===== config.mk =====
export PLATFORM = sky130hd
export DESIGN_NAME = decoder_output_serializer
export DESIGN_NICKNAME = d
export VERILOG_FILES = /design/src/rtl/decoder_output_serializer.sv
export SDC_FILE = /design/constraint.sdc
export NUM_CORES = 1
export LEC_CHECK = 0
export ABC_AREA = 1
export ABC_CLOCK_PERIOD_IN_PS = 5980
export CORE_MARGIN = 5
export CORE_UTILIZATION = 43
export CTS_CLUSTER_DIAMETER = 150
export DETAILED_ROUTE_END_ITERATION = 6
export HOLD_SLACK_MARGIN = 0.02
export PLACE_DENSITY = 0.7
export SLEW_MARGIN = 15
export SYNTH_ARGS = -nofsm -noshare
export SYNTH_HDL_FRONTEND = slang
export SYNTH_SLANG_ARGS = --single-unit

===== constraint.sdc =====
create_clock -name clk -period 5.98 [get_ports clk]
set_input_delay 0.897 -clock clk [delete_from_list [all_inputs] [get_ports clk]]
set_output_delay 0.897 -clock clk [all_outputs]
set_load 0.01 [all_outputs]

===== src/rtl/decoder_output_serializer.sv =====
// Serializes one 9-element sigmoid frame into clamped, thresholded beats.
// It also reports the frame's reconstruction Hamming error and keeps a completed-frame count.
module decoder_output_serializer #(
  parameter int                     W         = 20,
  parameter int                     FRAC_BITS = 16,
  parameter logic signed [W-1:0]    THRESH    = 20'sh08000,
  parameter int                     N         = 9
) (
  input  logic           clk,
  input  logic           rst_n,
  input  logic           in_valid,
  output logic           in_ready,
  input  logic [N*W-1:0] in_data,
  input  logic [N-1:0]   in_x,
  output logic           out_valid,
  input  logic           out_ready,
  output logic [W-1:0]   out_data,
  output logic           out_bit,
  output logic           out_clamped,
  output logic [3:0]     out_idx,
  output logic           out_last,
  output logic           frame_done,
  output logic [3:0]     err_count,
  output logic [15:0]    frame_cnt
);

  localparam logic signed [W-1:0] ONE      = W'(1 << FRAC_BITS);
  localparam logic [3:0]          LAST_IDX = 4'(N - 1);

  typedef enum logic [1:0] {IDLE, SEND, DONE} state_t;

  state_t                state_q, state_d;
  logic [3:0]            idx_q, idx_d;
  logic                  in_ready_q, in_ready_d;
  logic signed [W-1:0]   cap_q [N];
  logic [N-1:0]          x_q;
  logic [3:0]            err_q;
  logic [15:0]           cnt_q;
  logic                  load, last_acc;
  logic [N-1:0]          recon;
  logic signed [W-1:0]   sel;
  logic signed [W-1:0]   sel_clamped;

  // Sign bit catches negatives without risking an unsigned compare.
  function automatic logic signed [W-1:0] clamp_val(input logic signed [W-1:0] v);
    if (v[W-1])
      return '0;
    else if (v > ONE)
      return ONE;
    else
      return v;
  endfunction

  function automatic logic is_clamped(input logic signed [W-1:0] v);
    return v[W-1] || (v > ONE);
  endfunction

  function automatic logic [3:0] popcount(input logic [N-1:0] v);
    logic [3:0] c;
    c = '0;
    for (int i = 0; i < N; i++) c = c + {3'b000, v[i]};
    return c;
  endfunction

  always_comb begin
    state_d  = state_q;
    idx_d    = idx_q;
    load     = 1'b0;
    last_acc = 1'b0;
    unique case (state_q)
      IDLE: begin
        if (in_valid && in_ready_q) begin
          load    = 1'b1;
          idx_d   = '0;
          state_d = SEND;
        end
      end
      SEND: begin
        if (out_ready) begin
          if (idx_q == LAST_IDX) begin
            last_acc = 1'b1;
            state_d  = DONE;
          end else begin
            idx_d = idx_q + 4'd1;
          end
        end
      end
      DONE:    state_d = IDLE;
      default: state_d = IDLE;
    endcase
    // Ready is registered so it stays low through reset and rises one edge after release.
    in_ready_d = (state_d == IDLE);
  end

  always_ff @(posedge clk or negedge rst_n) begin
    if (!rst_n) begin
      state_q    <= IDLE;
      idx_q      <= '0;
      in_ready_q <= 1'b0;
      x_q        <= '0;
      err_q      <= '0;
      cnt_q      <= '0;
      for (int i = 0; i < N; i++) cap_q[i] <= '0;
    end else begin
      state_q    <= state_d;
      idx_q      <= idx_d;
      in_ready_q <= in_ready_d;
      if (load) begin
        x_q <= in_x;
        for (int i = 0; i < N; i++) cap_q[i] <= $signed(in_data[W*i +: W]);
      end
      if (last_acc) begin
        err_q <= popcount(recon ^ x_q);
        cnt_q <= cnt_q + 16'd1;
      end
    end
  end

  // Recon bits come straight from the capture registers, independent of beat timing.
  always_comb begin
    recon = '0;
    for (int i = 0; i < N; i++) recon[i] = (clamp_val(cap_q[i]) >= THRESH);
  end

  always_comb begin
    sel = '0;
    for (int i = 0; i < N; i++)
      if (idx_q == 4'(i)) sel = cap_q[i];
  end

  assign sel_clamped = clamp_val(sel);

  assign in_ready    = in_ready_q;
  assign out_valid   = (state_q == SEND);
  assign out_data    = out_valid ? sel_clamped : '0;
  assign out_bit     = out_valid && (sel_clamped >= THRESH);
  assign out_clamped = out_valid && is_clamped(sel);
  assign out_idx     = out_valid ? idx_q : '0;
  assign out_last    = out_valid && (idx_q == LAST_IDX);
  assign frame_done  = (state_q == DONE);
  assign err_count   = err_q;
  assign frame_cnt   = cnt_q;

endmodule


==> impl.org <==
** Status
- The run finished with clean final reports.

** Route
- Dividing the detail-routed wire length by the instance count gives 16.0 µm.
- Drt total wl :: 33100 µm
- The detail route stage leaves a number of antenna-violating nets equal to 0.
- First drt pass iteration count :: 5
- After detailed routing, the number of vias per cell comes to 4.90.
- After the first detailed-routing iteration, the DRC count stood at 975.
- Drc violations :: 0
- The final route contains 10122 vias.

** Job
- Across the run, the number of max-cap violations was 0.

** Power
- In this run the static leakage power is 7.38 nW.
- Power spread over the standard cell area amounts to 541 mW/mm².
- Worst IR Drop VDD :: 0.357 mV
- Total Power :: 7.87 mW

** Worst setup path
- Classification of the worst setup path :: reg2out
- Walking the worst path, the cells encountered are inv_1 > ha_1 > inv_1 > nor2_4 > inv_1 > nor2_1 > nor2_1 > nand2_1 > nand2_1 > nand2_1 > nand3_1 > nor2_1 > nand2_1 > nand2_2 > nand2_4 > nor2_1 > clkdlybuf4s50_1.
- The worst register-to-register path ends at err_count[1]$_DFFE_PN0P_.
- The worst register-to-register path has a setup slack of 2.20 ns.
- The critical path runs through a total of 17 cells.
- Slowest cell on the critical path :: nor2_4
- Worst setup path start :: idx_q[0]$_DFFE_PN0P_
- Arrival time worst endpoint :: 4.50 ns
- Critical path's largest stage delay :: 0.66 ns
- The kind of cell with the highest combined delay along the critical path is simple AND/OR/NAND/NOR gates.
- CP Data Required Time :: 5.08 ns
- Launching point of the worst reg2reg path :: cap_q[157]$_DFFE_PN0P_
- Critical Path Sink :: out_data[5]
- Worst Path Buf+Inv :: 4
- Of all nets on the critical path, the largest fanout is 34.
- Crit path capture type :: output pin
- R2R depth :: 11
- The worst setup path is launched from a flop.

** Global route
- Maximum number of pins on one net before global-route repair :: 227
- The via count of the first global-routing pass came to 10016.
- GRT Overall Usage :: 22.2%
- Initial antenna violation count :: 0
- The total overflow left after global routing is 0.
- The first global-routing pass estimated 52300 µm of wire.

** Timing
- The count of endpoints failing hold in the final timing report came to 0.
- Final cycle utilization of the critical path :: 90.2%
- Setup repair after global routing left no endpoint under its margin.
- Number of pins exceeding their max-slew limit in the final report :: 0
- Timing would allow up to 185 MHz.
- At the pin with the least slew margin, the transition time is 1.02 ns.
- Setup tns final :: 0 ns
- # setup viols final :: 0
- The worst path needs 5.39 ns of the cycle, external delays included.
- Max_slew headroom :: 32.1%
- Clock skew on the completed layout was measured at 0.00824 ns.

** Synthesis
- In this run, distinct cell masters in the synthesized netlist total 45.
- The synthesized design contains 216 register bits.
- In the synthesized netlist the async set-or-reset flop fraction comes to 100%.
- After synthesis the cells add up to 0.0112 mm².
- Dominant synthesized flop cell :: dfrtp_1
- Count of flip-flops with a built-in enable after synthesis :: 0
- Number of instances in the synthesized netlist :: 1519
- Portion of the post-synthesis area used by sequential elements :: 48.1%
- Dividing the synthesized area by the synthesized cell count gives 7.40 µm².
- The Yosys step of the flow raised 0 warnings.

** Layout
- Count of nets after finishing :: 1924
- Share of layout cells above drive strength 1 :: 5.89%
- Fill cells in the final layout number 2424.
- Post-route insts no fill :: 2067
- Count of inserted antenna diode cells :: 0
- The area growth from synthesis to layout is 29.5%.

** Die
- Placeable Area :: 0.0259 mm²
- The floorplan step defined a die boundary enclosing 0.0295 mm².
- The initial utilization of the core area, before any placement, comes to 43.4%.
- IO Pins :: 243
- The die is 172 µm wide.
- Chip height :: 172 µm
- After floorplanning, the core was divided into 59 placement rows.

** CTS
- Clock input transition at the sequential cells of the worst setup and hold paths :: 0.06 ns
- Number of clock sinks :: 216
- For the worst-skew pair, the clock arrives at the later sink with an insertion delay of 0.50 ns.
- TritonCTS built the clock tree.
- After clock tree synthesis, the setup repair step added 0 buffers.
- CTS Buffer Depth :: 3
- In this run, post-CTS hold repair placed 0 buffers.
- Post-cts repair resize count :: 0
- The number of clock buffers added by TritonCTS is 25.
- In this run the clock root is driven by a clkbuf_16.
- CTS built an H-tree with a depth of 1.

** Placement
- Weighted congestion reported at the end of routability-driven placement :: 0.890
- Detailed placement ended at an HPWL of 24400 µm.
- Including well taps, the total number of placed cells is 2027.
- Buffers added on ports :: 239

** Worst hold path
- In this run the worst hold path is classified as in2async.
[sequential cells by signal (all words and copies together) (netlist names)]
name,flops
cap_q,180
err_count,4
frame_cnt,16
idx_q,4
in_ready,1
state_q,2
x_q,9
[cell families (layout without fill, tap and decap cells)]
logic type / Yosys count / after routing / synth area share, %
and+or+nand+nor: 988 / 988 / 36.8
adders and majority gates: 12 / 12 / 1.67
buffers and inverters: 199 / 410 / 7.45
AOI/OAI and AO/OA: 78 / 78 / 4.02
DFF: 216 / 216 / 48.1
other: 1 / 3 / 0.0334
xor gates and xnor gates: 25 / 25 / 1.95
[stage by stage]
stage	util (%)	setup slack [ns]	instance area [µm²]	hold WS, ns
floorplan	-	2.45	11200	0.433
global placement	53.1	1.17	13800	0.447
detailed placement	53.1	1.14	13800	0.451
CTS	56.2	0.577	14600	0.419
global route	56.2	0.236	14600	0.459
finish	56.2	0.585	14600	0.411
[Yosys cell counts, types with 2 or more instances]
master,n,share of area (%)
a21boi_2,3,0.30
a21oi_1,9,0.40
a21oi_2,3,0.23
a31oi_1,2,0.11
a41oi_1,2,0.16
buf_1,3,0.10
buf_2,12,0.53
buf_4,4,0.27
buf_6,8,0.80
clkbuf_1,49,1.6
dfrtp_1,216,48
fa_1,5,0.89
ha_1,7,0.78
inv_1,108,3.6
inv_2,14,0.47
nand2_1,740,25
nand2_2,7,0.39
nand2_4,2,0.20
nand3_1,71,3.2
nand3b_1,13,0.87
nand4_1,21,1.2
nor2_1,89,3.0
nor2_2,11,0.61
nor2_4,3,0.30
nor2_8,2,0.36
nor3_1,3,0.13
nor3_2,2,0.18
nor4_1,4,0.22
o21ai_0,54,2.4
o41ai_1,2,0.16
or2_0,3,0.17
or2_1,7,0.39
or2_2,5,0.28
xnor2_1,11,0.86
xor2_1,14,1.1
[metal layers]
layer | global-route usage, % | up-vias | part of all wire (%)
met1 | 30.2 | 4679 | 43
met4 | 6.89 | 0 | 3.1
li1 | - | 5040 | -
met2 | 36.6 | 340 | 47
met5 | 0 | - | 0
met3 | 3.36 | 63 | 6.7
[layout by cell type, fill, tap and decap left out, drive strengths merged, types with 14 or more instances in the layout]
cell,synthesis,routed
nand2,749,749
clkdlybuf4s50,0,238
dfrtp,216,216
inv,122,122
nor2,105,105
nand3,71,71
o21ai,55,55
clkbuf,49,39
nand4,22,22
or2,15,15
xor2,14,14
[how the worst min path moves through the flow]
stage / cells after the start / to / startpoint / slack (ns)
finish: 1 / frame_cnt[14]$_DFFE_PN0P_ / rst_n / 0.41
global route: 1 / frame_cnt[14]$_DFFE_PN0P_ / rst_n / 0.46
CTS: 1 / frame_cnt[14]$_DFFE_PN0P_ / rst_n / 0.42
detailed placement: 2 / cap_q[129]$_DFFE_PN0P_ / cap_q[129]$_DFFE_PN0P_ / 0.45
global placement: 2 / cap_q[25]$_DFFE_PN0P_ / cap_q[25]$_DFFE_PN0P_ / 0.45
floorplan: 2 / cap_q[121]$_DFFE_PN0P_ / cap_q[121]$_DFFE_PN0P_ / 0.43
[final cells by class]
type                    count  area [µm²]  share of cell area (%)
flip-flops and latches    216        5410                    37.1
multi-input cells        1106        5010                    34.4
repair buffers            247        2470                    17.0
clock buffers              39         758                    5.21
inverters                 123         464                    3.19
well taps                 335         419                    2.88
clock inverters             1        30.0                   0.206
[where the power goes]
group / switching (mW) / internal (mW)
Sequential: 0.392 / 2.09
Clock: 0.569 / 0.900
Combinational: 2.40 / 1.51
Total: 3.36 / 4.50
(Power assumes the default switching activity.)
